$ cat config.mk
export PLATFORM = sky130hd
export DESIGN_NAME = ksa
export DESIGN_NICKNAME = d
export VERILOG_FILES = /design/src/rtl/ksa.sv
export SDC_FILE = /design/constraint.sdc
export NUM_CORES = 1
export LEC_CHECK = 0
export ABC_CLOCK_PERIOD_IN_PS = 2750
export CAP_MARGIN = 10
export CORE_MARGIN = 2
export CORE_UTILIZATION = 40
export DETAILED_ROUTE_END_ITERATION = 12
export PLACE_DENSITY = 0.73
export SYNTH_ARGS = -nofsm -noshare
export SYNTH_HDL_FRONTEND = slang
export SYNTH_SLANG_ARGS = --single-unit
$ cat constraint.sdc
create_clock -name clk -period 2.75 [get_ports clk]
set_clock_uncertainty 0.15 [all_clocks]
set_input_delay 0.55 -clock clk [delete_from_list [all_inputs] [get_ports clk]]
set_output_delay 0.55 -clock clk [all_outputs]
set_load 0.005 [all_outputs]
$ cat src/rtl/ksa.sv
`default_nettype none
// ============================================================================
//  Module   : ksa
//  Purpose  : ARC4 key-scheduling engine. Walks i = 0..255 over a single-port
//             synchronous S memory, accumulating j and swapping S[i] / S[j].
//             Each step takes six cycles: read i, capture S[i], read j,
//             capture S[j], write S[i], write S[j].
//  Revision : 1.0 - initial release
// ============================================================================
module ksa #(
  parameter int KEY_BYTES = 3
) (
  input  logic                   clk,
  input  logic                   rst_n,
  input  logic                   en,
  output logic                   rdy,
  input  logic [8*KEY_BYTES-1:0] key,
  output logic [7:0]             addr,
  input  logic [7:0]             rddata,
  output logic [7:0]             wrdata,
  output logic                   wren
);

  // Key-byte index width; a 1-byte key still gets a 1-bit index that stays 0.
  localparam int KIDX_W = (KEY_BYTES > 1) ? $clog2(KEY_BYTES) : 1;
  localparam logic [KIDX_W-1:0] C_KIDX_LAST = KIDX_W'(KEY_BYTES - 1);

  typedef enum logic [2:0] {
    ST_IDLE  = 3'd0,
    ST_RD_I  = 3'd1,
    ST_CAP_I = 3'd2,
    ST_RD_J  = 3'd3,
    ST_CAP_J = 3'd4,
    ST_WR_I  = 3'd5,
    ST_WR_J  = 3'd6
  } state_t;

  state_t                   state_q, state_d;
  logic [7:0]               i_q, i_d;
  logic [7:0]               j_q, j_d;
  logic [KIDX_W-1:0]        kidx_q, kidx_d;
  logic [7:0]               si_q, si_d;
  logic [7:0]               sj_q, sj_d;
  logic [8*KEY_BYTES-1:0]   key_q, key_d;
  logic [7:0]               key_byte;

  // Select the current key byte; byte 0 sits in the most significant lane.
  always_comb begin
    key_byte = 8'h00;
    for (int k = 0; k < KEY_BYTES; k++) begin
      if (kidx_q == KIDX_W'(k)) begin
        key_byte = key_q[8*(KEY_BYTES-1-k) +: 8];
      end
    end
  end

  // State and datapath registers; reset returns the engine to a clean idle.
  always_ff @(posedge clk or negedge rst_n) begin
    if (!rst_n) begin
      state_q <= ST_IDLE;
      i_q     <= 8'h00;
      j_q     <= 8'h00;
      kidx_q  <= '0;
      si_q    <= 8'h00;
      sj_q    <= 8'h00;
      key_q   <= '0;
    end else begin
      state_q <= state_d;
      i_q     <= i_d;
      j_q     <= j_d;
      kidx_q  <= kidx_d;
      si_q    <= si_d;
      sj_q    <= sj_d;
      key_q   <= key_d;
    end
  end

  // Next-state and datapath updates for the six-cycle swap step.
  always_comb begin
    state_d = state_q;
    i_d     = i_q;
    j_d     = j_q;
    kidx_d  = kidx_q;
    si_d    = si_q;
    sj_d    = sj_q;
    key_d   = key_q;
    case (state_q)
      ST_IDLE: begin
        if (en) begin
          i_d     = 8'h00;
          j_d     = 8'h00;
          kidx_d  = '0;
          key_d   = key;
          state_d = ST_RD_I;
        end
      end
      ST_RD_I:  state_d = ST_CAP_I;
      ST_CAP_I: begin
        // rddata holds S[i] now: the RAM registered addr=i on the previous edge.
        si_d    = rddata;
        j_d     = j_q + rddata + key_byte;
        state_d = ST_RD_J;
      end
      ST_RD_J:  state_d = ST_CAP_J;
      ST_CAP_J: begin
        sj_d    = rddata;
        state_d = ST_WR_I;
      end
      ST_WR_I:  state_d = ST_WR_J;
      ST_WR_J: begin
        if (i_q == 8'hFF) begin
          i_d     = 8'h00;
          state_d = ST_IDLE;
        end else begin
          i_d     = i_q + 8'h01;
          kidx_d  = (kidx_q == C_KIDX_LAST) ? '0 : kidx_q + KIDX_W'(1);
          state_d = ST_RD_I;
        end
      end
      default:  state_d = ST_IDLE;
    endcase
  end

  // Memory-port outputs decoded purely from state and registers.
  always_comb begin
    rdy    = 1'b0;
    wren   = 1'b0;
    addr   = i_q;
    wrdata = 8'h00;
    case (state_q)
      ST_IDLE:  rdy = 1'b1;
      ST_RD_J,
      ST_CAP_J: addr = j_q;
      ST_WR_I: begin
        wren   = 1'b1;
        wrdata = sj_q;
      end
      ST_WR_J: begin
        addr   = j_q;
        wren   = 1'b1;
        wrdata = si_q;
      end
      default: ;
    endcase
  end

endmodule
`default_nettype wire

==> summary.md <==
| Metric | Value |
|---|---|
| Grt met2 use | `29.35%` |
| P per Cell Area | `1279 mW/mm^2` |
| Multi-input gate area | `0.001722 sq mm` |
| Final WL | `7603 um` |
| Async SR Flop Fraction | `100.0%` |
| GRT busiest layer | `met2` |
| Sequential element share of the synthesized area | `46.78%` |
| Maximum VDD drop | `0.0005856 V` |
| Initial antenna violation count | `0` |
| Detailed Routing Iterations Pass 1 | `4` |
| Slew Viols, Final | `0` |
| Final Hold Slack | `0.09100 ns` |
| Clock slew at reported path FFs | `0.07 ns` |
| Vias per cell | `5.204` |
| Starting density of the core | `41.79%` |
| Number of enable flip-flop cells after synthesis | `0` |
| Synth Area in Compound Gates | `10.20%` |
| Post-synthesis average cell area | `9.858 sq um` |
| First-pass GRT wire length | `12370 um` |
| Final setup viols | `2` |
| Worst EP arrival | `2.91 ns` |
| Net count after synthesis | `381` |
| Post-DP HPWL | `5279 um` |
| Worst slew pin tran | `0.7024 ns` |
| Adder-cell area share of the yosys netlist | `7.592%` |
| TritonCTS Sinks | `61` |
| Outcome | `finished, violations left` |
| GR Util All Layers | `18.13%` |
| Met1 Track Usage GR | `23.42%` |
| Largest family of logic cells by synthesized area | `simple AND/OR/NAND/NOR gates` |
| Die area | `0.008896 sq mm` |
| Fill cells | `669` |
| Mux contribution to synthesized area | `11.08%` |
| Hold_buf cts | `0` |
| PortBufs | `52` |
| Post-synthesis register bit count | `61` |
| 1st-iter DRT viols | `209` |
| Reg2Reg Depth | `10` |
| Max-Cap Viols | `0` |
| Final net count | `457` |
| Final Hold Fails | `0` |
| Yosys warning count | `0` |
| Synth cell types | `40` |
| Vias post-DR | `2675` |
| Number of H-tree levels | `3` |
| Pleak | `1.982 nW` |
| TritonCTS clock tree | `built` |
| GRT overflow | `0` |
| CP Launch Type | `register` |
| Area delta synth->final | `33.86%` |
| Number of global-route vias before repair | `2678` |
| Post-synthesis xor/xnor area fraction | `1.610%` |
| Post-synthesis simple-gate area fraction | `19.10%` |
| Netlist Area Pre-Place | `0.003263 sq mm` |
| Final WS setup | `-0.09186 ns` |
| Share of layout cells above drive strength 1 | `23.06%` |
| Max_slew headroom | `52.92%` |
| Die Ht | `94.32 um` |
| Die X-Extent | `94.32 um` |
| Core Rows | `32` |
| FF/Latch Area | `0.001529 sq mm` |
| CTS Buffer Depth | `2` |
| Routed len/inst | `14.79 um` |
| Most frequent cells in the layout | `81 x nand2_1, 59 x dfrtp_1, 50 x clkdlybuf4s50_1, 26 x buf_4, 25 x mux2_2` |
| CP Capture Type | `register` |
| Worst Path Max Fanout | `5` |
| Total CTS buffers | `9` |
| WS Path Type | `register to register` |
| Unrepaired setup endpoints after global routing | `true` |
| Core box area | `0.007807 sq mm` |
| Top_reg_cell synth | `dfrtp_1` |
| Most common cell after layout, fill and taps aside | `nand2_1` |
| N_diodes | `0` |
| IO Pins | `53` |
| Fmax | `351.9 MHz` |
| Gate Count Post-Synth | `331` |
| Root Driver | `clkbuf_8` |
| Met3 usage | `4.334%` |
| Clk Latency, worst-skew pair | `0.34 ns` |
| DRT antenna net count | `0` |
| Min-delay worst type | `input pin to async pin` |
| Violated checks | `negative setup slack` |
| Placer Congestion | `0.8639` |
| Residual DRC | `0` |
| Largest net degree at the start of global routing | `35` |
| Pwr Total | `5.585 mW` |
| Tmin final | `2.842 ns` |
| Part of the cycle the worst path needs | `103.3%` |
| Worst path required time | `2.82 ns` |
==> sequential cells by signal (all words and copies together), names as in the netlist <==
register	count
sj_q	8
key_q	24
si_q	8
i_q	8
kidx_q	2
j_q	8
state_q	3
==> cell usage after synthesis (4+ instances only) <==
cell type	instances	area share, %
inv_1	9	1.0
dfrtp_1	61	47
nand2_1	81	9.3
clkbuf_1	12	1.4
nor2_1	15	1.7
nand2b_1	4	0.77
o21ai_0	28	4.3
xnor2_1	5	1.3
a21oi_1	5	0.77
ha_1	7	2.7
mux2_2	25	8.6
fa_1	8	4.9
a22oi_1	8	1.8
nand3_1	15	2.3
mux2i_1	8	2.5
==> through the flow <==
step                utilization, %  setup TNS [ns]  std cells  cell area, sq um  setup WS (ns)
CTS                          54.60        -0.09018        508              4263       -0.08248
detailed placement           51.41         -0.9804        491              4014        -0.3636
finish                       55.95         -0.1005        514              4368       -0.09186
global route                 55.95         -0.3805        514              4368        -0.1999
global placement             51.41         -0.8554        491              4014        -0.3352
floorplan                        -               0        331              3268       0.009676
==> critical path, cell delays in order, from the launching register on <==
cell	delay [ns]
dfrtp_2	0.47
buf_6	0.14
mux2i_2	0.14
o21ai_2	0.17
fa_1	0.48
ha_1	0.30
a21o_1	0.20
a21o_1	0.19
a21oi_2	0.14
nor4b_1	0.06
or3_1	0.30
==> routing by layer <==
layer,up-vias,part of all wire [%]
met2,65,49
li1,1280,-
met5,-,0
met3,14,3.8
met1,1316,44
met4,0,2.3
==> area by class of cell <==
class	count	share of cell area (%)
Inverter	9	0.7734
Sequential cell	61	35.00
Timing Repair Buffer	82	17.47
Tap cell	102	2.922
Multi-Input combinational cell	244	39.42
Clock inverter	4	1.089
Clock buffer	12	3.323
==> path summary, 6_finish.rpt <==
| path | startpoint | to | slack, ns |
|---|---|---|---|
| max in group asynchronous | rst_n | kidx_q[0] | 1.73 |
| min in group clk | key_q[16] | key_q[16] | 0.32 |
| min | rst_n | i_q[6] | 0.09 |
| min reg2reg | key_q[16] | key_q[16] | 0.32 |
| max | kidx_q[0] | j_q[6] | -0.09 |
| max reg2reg | kidx_q[0] | j_q[6] | -0.09 |
==> kinds of logic (layout without fill, tap and decap cells) <==
| family | after synthesis | count (layout) |
|---|---|---|
| and+or+nand+nor | 135 | 135 |
| buffers and inverters | 27 | 107 |
| AOI/OAI and AO/OA | 54 | 55 |
| xor gates and xnor gates | 6 | 6 |
| adders and majority gates | 15 | 15 |
| DFF | 61 | 61 |
| muxes | 33 | 33 |
==> what timing repair did <==
action | 4_1_cts | 5_1_grt
setup buffers | 1 | 4
cloned | 0 | 2
setup endpoints to repair | 12 | 18
resized for setup | 16 | 19
endpoints found under the hold margin | 0 | 0
pin swaps | 12 | 9
==> power by group <==
group / switching [mW] / internal [mW]
Combinational: 1.53 / 1.68
Clock: 0.350 / 0.441
Sequential: 0.282 / 1.29
Power figures use the tool's default switching activity.
